### config.mk
export PLATFORM = sky130hd
export DESIGN_NAME = lsu_ctrl_flat
export DESIGN_NICKNAME = d
export VERILOG_FILES = /design/src/rtl/lsu_pkg.sv /design/src/rtl/lsu_if.sv /design/src/rtl/lsu_align.sv /design/src/rtl/lsu_ctrl.sv /design/src/flat_wrapper.sv
export SDC_FILE = /design/constraint.sdc
export NUM_CORES = 1
export LEC_CHECK = 0
export BUFFER_PORTS_ARGS = -buffer_cell sky130_fd_sc_hd__buf_2
export CELL_PAD_IN_SITES_DETAIL_PLACEMENT = 0
export CELL_PAD_IN_SITES_GLOBAL_PLACEMENT = 1
export CORE_UTILIZATION = 43
export DETAILED_ROUTE_END_ITERATION = 6
export GPL_ROUTABILITY_DRIVEN = 0
export GPL_TIMING_DRIVEN = 0
export PLACE_DENSITY_LB_ADDON = 0.1
export SYNTH_ARGS = -nofsm -noshare
export SYNTH_HDL_FRONTEND = slang
export SYNTH_SLANG_ARGS = --single-unit
### constraint.sdc
create_clock -name clk -period 3.3 [get_ports clk]
set_clock_uncertainty 0.1 [all_clocks]
set_input_delay 0.495 -clock clk [delete_from_list [all_inputs] [get_ports clk]]
set_output_delay 0.495 -clock clk [all_outputs]
set_load 0.01 [all_outputs]
### src/rtl/lsu_pkg.sv
// lsu_pkg: funct3 codes, FSM state type and request legality check shared by the load/store unit
package lsu_pkg;

    localparam logic [2:0] F3_B  = 3'b000;
    localparam logic [2:0] F3_H  = 3'b001;
    localparam logic [2:0] F3_W  = 3'b010;
    localparam logic [2:0] F3_BU = 3'b100;
    localparam logic [2:0] F3_HU = 3'b101;

    typedef enum logic [1:0] {IDLE, RD_WAIT, WRITE, RESP} lsu_state_t;

    // 011, 11x are never legal; stores have no unsigned variants
    function automatic logic f3_illegal(input logic we, input logic [2:0] f3);
        return f3 == 3'b011 || f3[2:1] == 2'b11 || (we && f3 > F3_W);
    endfunction

endpackage

### src/rtl/lsu_if.sv
// lsu_if: core-side request/response bundle of the load/store controller
// master = core (drives req_*), slave = lsu_ctrl (drives req_ready and rsp_*)
interface lsu_if;

    logic        req_valid;
    logic        req_ready;
    logic        req_we;
    logic [2:0]  req_funct3;
    logic [31:0] req_addr;
    logic [31:0] req_wdata;
    logic        rsp_valid;
    logic [31:0] rsp_rdata;
    logic        rsp_err;

    modport master (
        output req_valid, req_we, req_funct3, req_addr, req_wdata,
        input  req_ready, rsp_valid, rsp_rdata, rsp_err
    );

    modport slave (
        input  req_valid, req_we, req_funct3, req_addr, req_wdata,
        output req_ready, rsp_valid, rsp_rdata, rsp_err
    );

endinterface

### src/rtl/lsu_align.sv
// lsu_align: byte-lane extract/extend for loads and lane merge for sub-word stores
// ports: funct3, off (addr[1:0]), rword (memory word), wdata (right-aligned store data)
//        -> ldata (extended load value), mdata (word to write back)
module lsu_align
    import lsu_pkg::*;
(
    input  logic [2:0]  funct3,
    input  logic [1:0]  off,
    input  logic [31:0] rword,
    input  logic [31:0] wdata,
    output logic [31:0] ldata,
    output logic [31:0] mdata
);

    logic [4:0]  sh;
    logic [7:0]  b;
    logic [15:0] h;
    logic        sx;

    // funct3[1] = word, funct3[0] = half, funct3[2] = unsigned
    always_comb begin
        sh    = {off, 3'b000};
        b     = 8'(rword >> sh);
        h     = off[1] ? rword[31:16] : rword[15:0];
        sx    = !funct3[2];
        ldata = funct3[1] ? rword
              : funct3[0] ? {{16{sx & h[15]}}, h}
              : {{24{sx & b[7]}}, b};
        mdata = funct3[1] ? wdata
              : funct3[0] ? (off[1] ? {wdata[15:0], rword[15:0]} : {rword[31:16], wdata[15:0]})
              : (rword & ~(32'hFF << sh)) | ({24'b0, wdata[7:0]} << sh);
    end

endmodule

### src/rtl/lsu_ctrl.sv
// lsu_ctrl: RV32I load/store controller on a word-wide synchronous RAM (RMW for sub-word stores)
// ports: clk, rst_n (async, active-low), bus (lsu_if.slave request/response),
//        mem_addr/mem_we/mem_wdata to the decoder, mem_rdata valid RD_LAT (1..2) cycles after mem_addr
// option: MISALIGN_TRAP_EN makes misaligned H/W accesses errors instead of clearing the low address bits
module lsu_ctrl
    import lsu_pkg::*;
#(
    parameter int RD_LAT = 1
) (
    input  logic        clk,
    input  logic        rst_n,
    lsu_if.slave        bus,
    output logic [31:0] mem_addr,
    output logic        mem_we,
    output logic [31:0] mem_wdata,
    input  logic [31:0] mem_rdata
);

    lsu_state_t  state, state_n;
    logic [31:0] addr_q, wdata_q, aligned, ldata, mdata;
    logic [2:0]  f3_q;
    logic [1:0]  cnt;
    logic        we_q, accept, err, rd_done;

    assign accept  = bus.req_valid && bus.req_ready;
    assign rd_done = cnt == 2'(RD_LAT - 1);
    assign mem_addr = {addr_q[31:2], 2'b00};

    // halfwords drop addr[0], words drop addr[1:0]; a no-op on accesses that are already aligned
    assign aligned = {bus.req_addr[31:2],
                      bus.req_funct3[1] ? 2'b00 : {bus.req_addr[1], bus.req_addr[0] & ~bus.req_funct3[0]}};

`ifdef MISALIGN_TRAP_EN
    assign err = f3_illegal(bus.req_we, bus.req_funct3) ||
                 (bus.req_funct3[1] ? |bus.req_addr[1:0] : bus.req_funct3[0] & bus.req_addr[0]);
`else
    assign err = f3_illegal(bus.req_we, bus.req_funct3);
`endif

    lsu_align u_align (
        .funct3 (f3_q),
        .off    (addr_q[1:0]),
        .rword  (mem_rdata),
        .wdata  (wdata_q),
        .ldata  (ldata),
        .mdata  (mdata)
    );

    always_ff @(posedge clk or negedge rst_n) begin
        if (!rst_n)
            state <= IDLE;
        else
            state <= state_n;
    end

    always_comb begin
        state_n = state;
        unique case (state)
            IDLE:    if (accept) state_n = err ? RESP : (bus.req_we && bus.req_funct3 == F3_W) ? WRITE : RD_WAIT;
            RD_WAIT: if (rd_done) state_n = we_q ? WRITE : RESP;
            WRITE:   state_n = RESP;
            RESP:    state_n = IDLE;
        endcase
    end

    always_comb begin
        bus.req_ready = state == IDLE;
        bus.rsp_valid = state == RESP;
        mem_we        = state == WRITE;
    end

    always_ff @(posedge clk or negedge rst_n) begin
        if (!rst_n) begin
            addr_q        <= '0;
            wdata_q       <= '0;
            f3_q          <= '0;
            we_q          <= 1'b0;
            cnt           <= '0;
            mem_wdata     <= '0;
            bus.rsp_rdata <= '0;
            bus.rsp_err   <= 1'b0;
        end else begin
            cnt <= state == RD_WAIT ? cnt + 2'd1 : 2'd0;
            if (accept) begin
                addr_q  <= aligned;
                wdata_q <= bus.req_wdata;
                f3_q    <= bus.req_funct3;
                we_q    <= bus.req_we;
                // SW goes straight to WRITE with the data as-is; sub-word stores overwrite this after the read
                if (bus.req_we)
                    mem_wdata <= bus.req_wdata;
                if (err) begin
                    bus.rsp_rdata <= '0;
                    bus.rsp_err   <= 1'b1;
                end
            end
            if (state == RD_WAIT && rd_done) begin
                if (we_q)
                    mem_wdata <= mdata;
                else begin
                    bus.rsp_rdata <= ldata;
                    bus.rsp_err   <= 1'b0;
                end
            end
            if (state == WRITE) begin
                bus.rsp_rdata <= '0;
                bus.rsp_err   <= 1'b0;
            end
        end
    end

endmodule

### src/flat_wrapper.sv
// flat-port wrapper written by rule: the top's interface ports become plain ports
module lsu_ctrl_flat import lsu_pkg::*;
#(
    parameter int RD_LAT = 1
)
  (clk, rst_n, mem_addr, mem_we, mem_wdata, mem_rdata, bus_req_valid, bus_req_we, bus_req_funct3, bus_req_addr, bus_req_wdata, bus_req_ready, bus_rsp_valid, bus_rsp_rdata, bus_rsp_err);
  lsu_if bus_i ();
  input  logic clk;
  input  logic rst_n;
  output logic [31:0] mem_addr;
  output logic mem_we;
  output logic [31:0] mem_wdata;
  input  logic [31:0] mem_rdata;
  input wire logic [$bits(bus_i.req_valid)-1:0] bus_req_valid;
  input wire logic [$bits(bus_i.req_we)-1:0] bus_req_we;
  input wire logic [$bits(bus_i.req_funct3)-1:0] bus_req_funct3;
  input wire logic [$bits(bus_i.req_addr)-1:0] bus_req_addr;
  input wire logic [$bits(bus_i.req_wdata)-1:0] bus_req_wdata;
  output wire logic [$bits(bus_i.req_ready)-1:0] bus_req_ready;
  output wire logic [$bits(bus_i.rsp_valid)-1:0] bus_rsp_valid;
  output wire logic [$bits(bus_i.rsp_rdata)-1:0] bus_rsp_rdata;
  output wire logic [$bits(bus_i.rsp_err)-1:0] bus_rsp_err;
  assign bus_i.req_valid = bus_req_valid;
  assign bus_i.req_we = bus_req_we;
  assign bus_i.req_funct3 = bus_req_funct3;
  assign bus_i.req_addr = bus_req_addr;
  assign bus_i.req_wdata = bus_req_wdata;
  assign bus_req_ready = bus_i.req_ready;
  assign bus_rsp_valid = bus_i.rsp_valid;
  assign bus_rsp_rdata = bus_i.rsp_rdata;
  assign bus_rsp_err = bus_i.rsp_err;
  lsu_ctrl #(.RD_LAT(RD_LAT)) u_core (.clk(clk), .rst_n(rst_n), .bus(bus_i), .mem_addr(mem_addr), .mem_we(mem_we), .mem_wdata(mem_wdata), .mem_rdata(mem_rdata));
endmodule
==> results of run 1 <==
==> registers in the layout (all words and copies together) (netlist names), 2 cells and up <==
| register | cells |
|---|---|
| u_core.cnt | 2 |
| u_core.wdata_q | 32 |
| u_core.addr_q | 32 |
| u_core.mem_wdata | 32 |
| u_core.f3_q | 3 |
| u_core.bus.rsp_rdata | 32 |
| u_core.state | 2 |
==> cell families after synthesis <==
group | count (synthesis)
fa+ha+maj | 6
compound gates | 191
simple gates | 142
mux | 79
other cells | 1
flops | 137
buf+inv | 107
==> cell type report <==
class                   count  share of cell area, %
flip-flops and latches    137                  38.32
multi-input cells         420                  33.72
well taps                 216                  3.021
clock inverters            11                  1.622
repair buffers            202                  11.68
inverters                  25                  1.049
plain buffers              82                  5.371
clock buffers              20                  5.217
==> how the worst max path moves through the flow <==
stage	startpoint	end	slack, ns	cells after the start
after floorplan	u_core.state[0]	u_core.bus.rsp_rdata[28]	1.35	7
after global placement	rst_n	u_core.addr_q[31]	-0.22	1
after detailed placement	u_core.state[0]	u_core.bus.rsp_rdata[23]	0.98	7
after CTS	u_core.state[1]	u_core.bus.rsp_rdata[23]	0.95	7
after global routing	u_core.state[0]	u_core.mem_wdata[7]	0.78	7
final	u_core.state[1]	u_core.bus.rsp_rdata[19]	0.94	7
==> layer usage <==
| metal | track usage, % | vias to the layer above |
|---|---|---|
| met3 | 5.494 | 47 |
| met1 | 35.92 | 3164 |
| met2 | 41.87 | 278 |
| li1 | - | 2841 |
| met4 | 11.76 | 0 |
| met5 | 0 | - |
==> timing repair <==
action,CTS,global route
resized for setup,0,0
hold buffers,1,0
hold endpoints to repair,6,0
setup buffers,0,0
==> stage by stage <==
stage / utilization [%] / power, mW / setup WS [ns] / setup TNS (ns) / hold WS (ns)
after floorplan: - / 5.681 / 1.348 / 0 / 0.09941
after global placement: 52.19 / 7.015 / -0.2237 / -28.60 / 0.3145
after detailed placement: 52.40 / 7.146 / 0.9778 / 0 / 0.3273
after CTS: 56.32 / 9.154 / 0.9490 / 0 / 0.1845
after global routing: 56.32 / 9.714 / 0.7777 / 0 / 0.1869
final: 56.32 / 9.142 / 0.9414 / 0 / 0.1948
==> where the power goes <==
part | switching, mW | internal [mW] | total, mW
Clock | 0.741 | 1.24 | 1.98
Combinational | 2.23 | 1.91 | 4.13
Sequential | 0.533 | 2.49 | 3.02
Total | 3.50 | 5.64 | 9.14
==> synth_stat cells (all sizes together), types with 12 or more instances <==
| master | n |
|---|---|
| mux2 | 67 |
| o22ai | 23 |
| buf | 66 |
| dfrtp | 137 |
| a21oi | 37 |
| clkbuf | 16 |
| o21ai | 31 |
| inv | 25 |
| a32oi | 16 |
| and3 | 12 |
| nand2 | 88 |
| a221o | 22 |
==> qor.yml, run 1 <==
htreeDepth: 4
worstSetupEndpointType: "flop"
yosys.area.top_type: "dfrtp_1"
crit-reg2reg-launch: "u_core.state[1]"
worstHoldStart: "bus_req_addr[3]"
wl_met2_mm: 10.51
antenna_found_initial: 0
p_leak_nw: 4.306
ios: 203
fin_crit_ns: 2.359
vdd.ir_drop.worst_v: 0.0004241
placed_cells: 1081
synth_top_family_by_area: "compound AO/OA/AOI/OAI gates"
fp.dieH_um: 129.7
critPathLaunchType: "flop"
outcome: "finished clean"
synthAdderAreaFrac_pct: 1.070
wl_met1_mm: 9.586
synthSimpleGateAreaFrac_pct: 9.756
tritoncts: "built"
rows: 46
numCtsBuffers: 17
clkTransAtPathRegs_ns: 0.06
wire_per_inst_um: 19.85
synth_top_area_share_pct: 48.87
crit_required_ns: 3.50
antenna_cells: 0
worst-r2r-setup-slack_ns: 0.94
async_flop_share_pct: 100.0
grt_first_pass_wirelength_mm: 33.40
synth_edf_count: 0
fillers: 1463
path_class: "reg2reg"
rsz0062_at_grt: "false"
track_usage_pct: 26.71
vias: 6330
multi_input_area_um2: 3017
critical_path.top_delay_family: "compound AO/OA/AOI/OAI gates"
cts_buffer_depth: 2
postSynthAreaPerCell_um2: 10.58
hold_viol_final: 0
seqCellArea_um2: 3428
ys_warn_count: 0
routed_via_density: 5.687
fin_cells: 1113
placed_area_um2: 8324
hold-path-endpoint: "u_core.addr_q[3]"
maxCapViolCount: 0
reg2reg_to: "u_core.bus.rsp_rdata[19]"
synth-compound-area-share_pct: 19.37
die_area_um2: 16830
grt_max_degree: 71
overflow: 0
cts_sinks: 137
drt-initial-drc-count: 397
synth_area_leaders: "dfrtp_1 (49%), mux2_2 (11%), nand2_1 (4.7%)"
final_max_slew_viol_count: 0
slowest_stage: "dfrtp_1"
tightest_slew_ns: 0.6879
drc: 0
cts-root-buf: "clkbuf_16"
cp_max_fo: 10
wl_met3_mm: 1.440
first_global_vias: 6171
layout_commonest_cell: "buf_2"
cellPowerDensity_nw_per_um2: 1022
final_cell_mix: "buf_2 (220), dfrtp_1 (137), nand2_1 (87)"
postSynthCellCount: 663
fin_nets: 994
yosysSeqAreaShare_pct: 48.87
clk_latency_ns: 0.43
finalCritPeriodShare_pct: 71.47
synth_seq_cells: 137
die_w_um: 129.7
syn_area_um2: 7015
clock.fmax_mhz: 424.0
antenna_left: 0
drt-pass1-iter-count: 6
coreArea_um2: 15890
dr.max_layer_used: "met4"
path_buf_inv: 2
hold_path_class: "in2reg"
cp_slowest_stage_delay_ns: 0.40
stdcell_area_um2: 8946
synth-xor-area-share_pct: 0
io_buffer_count: 200
start_util_pct: 44.16
ys.flop_type: "dfrtp_1"
synth_mux_area_share_pct: 12.70
synth_cell_type_count: 54
syn_to_final_growth_pct: 27.52
wl_mm: 22.09
finalSetupViolations: 0
crit_chain: "inv_1 > ha_1 > nand2_2 > a21oi_1 > nor3_2 > buf_2 > a221o_1"
hold-path-cell-count: 2
dp_hpwl_mm: 16.55
relSlewSlack_pct: 53.84
drive_above_1_share_pct: 41.03
cp_data_arrival_time_ns: 2.56
reg2reg_depth: 7
No activity file was read; power rests on OpenSTA's default activity.
==> run 2, diff against run 1 <==
--- a/config.mk
+++ b/config.mk
@@ -8,7 +8,7 @@
 export BUFFER_PORTS_ARGS = -buffer_cell sky130_fd_sc_hd__buf_2
 export CELL_PAD_IN_SITES_DETAIL_PLACEMENT = 0
 export CELL_PAD_IN_SITES_GLOBAL_PLACEMENT = 1
-export CORE_UTILIZATION = 43
+export CORE_UTILIZATION = 36
 export DETAILED_ROUTE_END_ITERATION = 6
 export GPL_ROUTABILITY_DRIVEN = 0
 export GPL_TIMING_DRIVEN = 0
==> constraint.sdc (replaced) <==
create_clock -name clk -period 2.1 [get_ports clk]
set_clock_uncertainty 0.1 [all_clocks]
set_input_delay 0.315 -clock clk [delete_from_list [all_inputs] [get_ports clk]]
set_output_delay 0.315 -clock clk [all_outputs]
set_load 0.01 [all_outputs]
==> run 2 against run 1 <==
Setup slack got worse by 0.91 ns. Sequential share of layout area fell by 0.61 points. First-iteration DRC count fell by 5.8%. Final area rose by 1.7%. Utilization fell by 8.2 points. Clock-buffer cell count did not move. Register-to-register slack got worse by 0.91 ns. Clock power rose by 49%. Hold slack got worse by 0.17 ns. Global-route usage fell by 3.2 points. Sequential cell count did not move. Critical endpoint is now u_core.mem_wdata[30]. Highest routed layer unchanged.
==> qor.yml, run 2 (synthesis gave the netlist of run 1 again) <==
finalSetupViolations: 0  # unchanged
numCtsBuffers: 17  # unchanged
ios: 203  # unchanged
cp_slowest_stage_delay_ns: 0.41  # was 0.40 ns
vdd.ir_drop.worst_v: 0.0007572  # was 0.0004241 V
first_global_vias: 6152  # was 6,171
coreArea_um2: 18890  # was 15,890 um2
rows: 50  # was 46
outcome: "finished clean"  # unchanged
hold_viol_final: 0  # unchanged
vias: 6236  # was 6,330
overflow: 0  # unchanged
placed_area_um2: 8379  # was 8324 um2
crit_chain: "inv_1 > clkbuf_1 > buf_1 > o21ai_0 > a21o_1 > a32oi_1"  # was inv_1 > ha_1 > nand2_2 > a21oi_1 > nor3_2 > buf_2 > a221o_1
setup_ws_ns: 0.03242  # was 0.9414 ns
htreeDepth: 4  # unchanged
antenna_found_initial: 0  # unchanged
path_class: "reg2reg"  # unchanged
final_cell_mix: "buf_2 (221), dfrtp_1 (136), nand2_1 (87)"  # was buf_2 (220), dfrtp_1 (137), nand2_1 (87)
routed_via_density: 5.367  # was 5.687
die_w_um: 141.6  # was 129.7 um
clock.fmax_mhz: 483.7  # was 424.0 MHz
antenna_left: 0  # unchanged
rsz0062_at_grt: "true"  # was false
drc: 0  # unchanged
maxCapViolCount: 0  # unchanged
drt-initial-drc-count: 374  # was 397
track_usage_pct: 23.54  # was 26.71%
cellPowerDensity_nw_per_um2: 1592  # was 1022 nW/um2
wl_mm: 23.24  # was 22.09 mm
cts_sinks: 137  # unchanged
drt-pass1-iter-count: 5  # was 6
layout_commonest_cell: "buf_2"  # unchanged
relSlewSlack_pct: 51.93  # was 53.84%
cp_max_fo: 10  # unchanged
cts-root-buf: "clkbuf_16"  # unchanged
stdcell_area_um2: 9095  # was 8946 um2
critPathLaunchType: "flop"  # unchanged
slowest_stage: "buf_1"  # was dfrtp_1
fillers: 1869  # was 1,463
tightest_slew_ns: 0.7162  # was 0.6879 ns
fin_nets: 996  # was 994
start_util_pct: 37.13  # was 44.16%
cts_buffer_depth: 2  # unchanged
path_buf_inv: 3  # was 2
grt_first_pass_wirelength_mm: 35.26  # was 33.40 mm
fp.dieH_um: 141.6  # was 129.7 um
worstSetupEndpointType: "flop"  # unchanged
fin_crit_ns: 2.068  # was 2.359 ns
p_leak_nw: 4.341  # was 4.306 nW
final_max_slew_viol_count: 0  # unchanged
critical_path.top_delay_family: "buffers and inverters"  # was compound AO/OA/AOI/OAI gates
seqCellArea_um2: 3430  # was 3428 um2
finalCritPeriodShare_pct: 98.46  # was 71.47%
crit_required_ns: 2.33  # was 3.50 ns
dp_hpwl_mm: 17.31  # was 16.55 mm
multi_input_area_um2: 3099  # was 3017 um2
post-place-ws_ns: -0.2631  # was 0.9778 ns
clk_latency_ns: 0.42  # was 0.43 ns
syn_to_final_growth_pct: 29.64  # was 27.52%
die_area_um2: 20050  # was 16,830 um2
tritoncts: "built"  # unchanged
clkTransAtPathRegs_ns: 0.06  # about the same
cp_data_arrival_time_ns: 2.30  # was 2.56 ns
io_buffer_count: 200  # unchanged
hold_path_class: "in2reg"  # unchanged
drive_above_1_share_pct: 43.38  # was 41.03%
grt_max_degree: 70  # was 71
wire_per_inst_um: 20.00  # was 19.85 um
run 2: power breakdown:
group	leakage, nW	internal [mW]	total (mW)	switching [mW]
logic	2.38	3.10	6.76	3.66
clock network	0.282	1.80	2.96	1.16
registers	1.68	3.92	4.75	0.838
total	4.34	8.82	14.5	5.66
run 2: metrics by stage:
stage          instances  hold WS [ns]  util, %  setup TNS [ns]  total power, mW
2_1_floorplan        664      -0.08059        -               0            8.928
3_3_place_gp        1124        0.3158    44.17         -187.62            11.14
3_5_place_dp        1125        0.2718    44.35          -15.82            11.33
4_1_cts             1157      0.005878    47.70        -0.01445            14.39
5_1_grt             1159       0.01320    48.10         -0.1550            15.41
6_report            1162       0.02368    48.14               0            14.48
run 2: path summary, 6_finish.rpt:
kind | depth (start not counted) | to | slack [ns] | start
setup reg to reg | 6 | u_core.mem_wdata[30] | 0.03 | u_core.f3_q[1]
max in group asynchronous | 3 | u_core.wdata_q[11] | 0.75 | rst_n
setup / recovery | 6 | u_core.mem_wdata[30] | 0.03 | u_core.f3_q[1]
hold / removal | 2 | u_core.addr_q[18] | 0.02 | bus_req_addr[18]
min in group asynchronous | 2 | u_core.addr_q[15] | 0.38 | rst_n
hold reg to reg | 1 | u_core.cnt[0] | 0.32 | u_core.cnt[0]
run 2: cell type report:
cell class | count | area share, %
multi-input combinational | 420 | 34.08
clock inverter | 11 | 1.334
inverter | 25 | 1.032
timing repair buffer | 206 | 11.82
sequential | 137 | 37.71
buffer | 80 | 5.351
tap | 260 | 3.577
clock buffer | 20 | 5.021
antenna | 3 | 0.08254
run 2: layer usage:
layer	wire (um)	global-route usage [%]
met4	393	7.697
met2	10970	37.18
met1	10310	32.17
met5	0	0
met3	1573	4.961
run 2: repair_timing:
item	in CTS	in global routing
gates resized for setup	14	16
hold buffers	1	0
buffers inserted	2	2
hold endpoints to repair	68	0
pin swaps	0	2
endpoints found under the setup margin	119	99
==> run 3, diff against run 2 <==
==> constraint.sdc (replaced) <==
create_clock -name clk -period 2.1 [get_ports clk]
set_clock_uncertainty 0.1 [all_clocks]
set_input_delay 0.315 -clock clk [delete_from_list [all_inputs] [get_ports clk]]
set_output_delay 0.315 -clock clk [all_outputs]
set_load 0.1 [all_outputs]
==> run 3 against run 2 <==
Wire length increased by 0.65%. Critical path type unchanged. Die area unchanged. Largest cell class unchanged. Sequential share of layout area decreased by 0.42 points. Via count decreased by 0.30%. Register-to-register slack improved by 0.05 ns. Setup slack improved by 0.048 ns. First-iteration DRC count decreased by 0.80%. Critical endpoint is now u_core.bus.rsp_rdata[23].
==> qor.yml, run 3 (synthesis gave the netlist of run 1 again) <==
coreArea_um2: 18890  # unchanged
crit-reg2reg-launch: "u_core.state[0]"  # was u_core.f3_q[1]
vias: 6217  # was 6,236
first_global_vias: 6260  # was 6,152
routed_via_density: 5.346  # was 5.367
wl_met1_mm: 10.14  # was 10.31 mm
numCtsBuffers: 17  # unchanged
finalCritPeriodShare_pct: 96.16  # was 98.46%
layout_commonest_cell: "buf_2"  # unchanged
fp.dieH_um: 141.6  # unchanged
hold_viol_final: 0  # unchanged
worst-r2r-setup-slack_ns: 0.08  # was 0.03 ns
path_class: "reg2reg"  # unchanged
hold_path_class: "in2reg"  # unchanged
relSlewSlack_pct: 55.33  # was 51.93%
crit_chain: "inv_2 > ha_4 > clkbuf_2 > nor2_4 > nor4b_4 > buf_6 > a221o_1"  # was inv_1 > clkbuf_1 > buf_1 > o21ai_0 > a21o_1 > a32oi_1
syn_to_final_growth_pct: 31.09  # was 29.64%
clk_latency_ns: 0.42  # about the same
outcome: "finished clean"  # unchanged
final_cell_mix: "buf_2 (219), dfrtp_1 (136), nand2_1 (87)"  # was buf_2 (221), dfrtp_1 (136), nand2_1 (87)
reg2reg_to: "u_core.bus.rsp_rdata[23]"  # was u_core.mem_wdata[30]
drc: 0  # unchanged
worstSetupEndpointType: "flop"  # unchanged
cts_buffer_depth: 2  # unchanged
grt_max_degree: 71  # was 70
wl_met3_mm: 1.655  # was 1.573 mm
rows: 50  # unchanged
drt-initial-drc-count: 371  # was 374
cts_sinks: 137  # unchanged
clkTransAtPathRegs_ns: 0.06  # about the same
wl_met2_mm: 10.99  # was 10.97 mm
wire_per_inst_um: 20.11  # was 20.00 um
cp_slowest_stage_delay_ns: 0.42  # was 0.41 ns
placed_cells: 1125  # unchanged
drt-pass1-iter-count: 5  # unchanged
cts-root-buf: "clkbuf_16"  # unchanged
final_util_pct: 48.68  # was 48.14%
crit_required_ns: 2.35  # was 2.33 ns
tightest_slew_ns: 0.6701  # was 0.7162 ns
htreeDepth: 4  # unchanged
cp_max_fo: 10  # unchanged
start_util_pct: 37.13  # unchanged
antenna_left: 0  # unchanged
drive_above_1_share_pct: 44.24  # was 43.38%
hold-path-cell-count: 2  # unchanged
fin_crit_ns: 2.019  # was 2.068 ns
fin_nets: 998  # was 996
maxCapViolCount: 0  # unchanged
final_max_slew_viol_count: 0  # unchanged
tritoncts: "built"  # unchanged
finalSetupViolations: 0  # unchanged
hold-path-endpoint: "u_core.addr_q[31]"  # was u_core.addr_q[18]
die_w_um: 141.6  # unchanged
die_area_um2: 20050  # unchanged
slowest_stage: "dfrtp_2"  # was buf_1
fin_cells: 1163  # was 1,162
track_usage_pct: 23.90  # was 23.54%
overflow: 0  # unchanged
io_buffer_count: 200  # unchanged
worstHoldStart: "bus_req_addr[31]"  # was bus_req_addr[18]
reg2reg_depth: 7  # was 6
dr.max_layer_used: "met4"  # unchanged
cp_data_arrival_time_ns: 2.27  # was 2.30 ns
clock.fmax_mhz: 495.2  # was 483.7 MHz
grt_first_pass_wirelength_mm: 35.68  # was 35.26 mm
critPathLaunchType: "flop"  # unchanged
wl_mm: 23.39  # was 23.24 mm
ios: 203  # unchanged
dp_hpwl_mm: 17.49  # was 17.31 mm
antenna_found_initial: 0  # unchanged
-- run 3: what timing repair did --
action                                 CTS  global route
endpoints found under the hold margin   67             0
setup endpoints to repair              119            91
resized for setup                       19            14
pin swaps                                0             1
setup buffers                            1             4
hold buffers                             1             0
-- run 3: how the worst max path moves through the flow --
stage / from / slack [ns] / end / depth (start not counted)
finish: u_core.state[0] / 0.08 / u_core.bus.rsp_rdata[23] / 7
global route: u_core.state[1] / -0.02 / u_core.bus.rsp_rdata[23] / 7
CTS: u_core.state[0] / -0.002 / u_core.mem_wdata[5] / 7
detailed placement: u_core.state[1] / -0.26 / u_core.bus.rsp_rdata[23] / 7
global placement: rst_n / -1.29 / u_core.wdata_q[18] / 1
floorplan: u_core.state[0] / 0.01 / u_core.bus.rsp_rdata[21] / 7
-- run 3: final cells by class --
type / count / area (um2)
Antenna cell: 1 / 2.502
Clock buffer: 18 / 429.2
Inverter: 25 / 93.84
Buffer: 81 / 498.0
Clock inverter: 14 / 220.2
Sequential cell: 137 / 3430
Timing Repair Buffer: 207 / 1085
Multi-Input combinational cell: 420 / 3113
Tap cell: 260 / 325.3
Fill cell: 1833 / 9697
-- run 3: stage by stage --
step	worst slack, ns	hold WS [ns]	instance area [um2]	TNS, ns
2_1_floorplan	0.01212	-0.08059	7048	0
3_3_place_gp	-1.292	0.3130	8374	-181.69
3_5_place_dp	-0.2638	0.2611	8408	-10.08
4_1_cts	-0.002307	0.007579	9126	-0.002307
5_1_grt	-0.01733	0.01513	9194	-0.07900
6_report	0.08059	0.02249	9196	0
-- run 3: per-layer routing --
metal | global-route usage, % | vias to the layer above
met5 | 0 | -
met4 | 9.904 | 0
met3 | 4.556 | 39
met2 | 37.80 | 260
met1 | 32.12 | 3061
li1 | - | 2857
-- run 3: worst max-delay path: cells and delay by family (launching register included) --
kind / cells / cell delay, ns
AND/OR/NAND/NOR: 2 / 0.64
flip-flops: 1 / 0.42
adder cells (fa/ha/maj): 1 / 0.16
buffers and inverters: 3 / 0.51
AO/OA/AOI/OAI: 1 / 0.12
Power of run 3 is left out: the tool's default activity adds up to more than one toggle a clock period on the data nets, which glitch-free logic cannot reach.
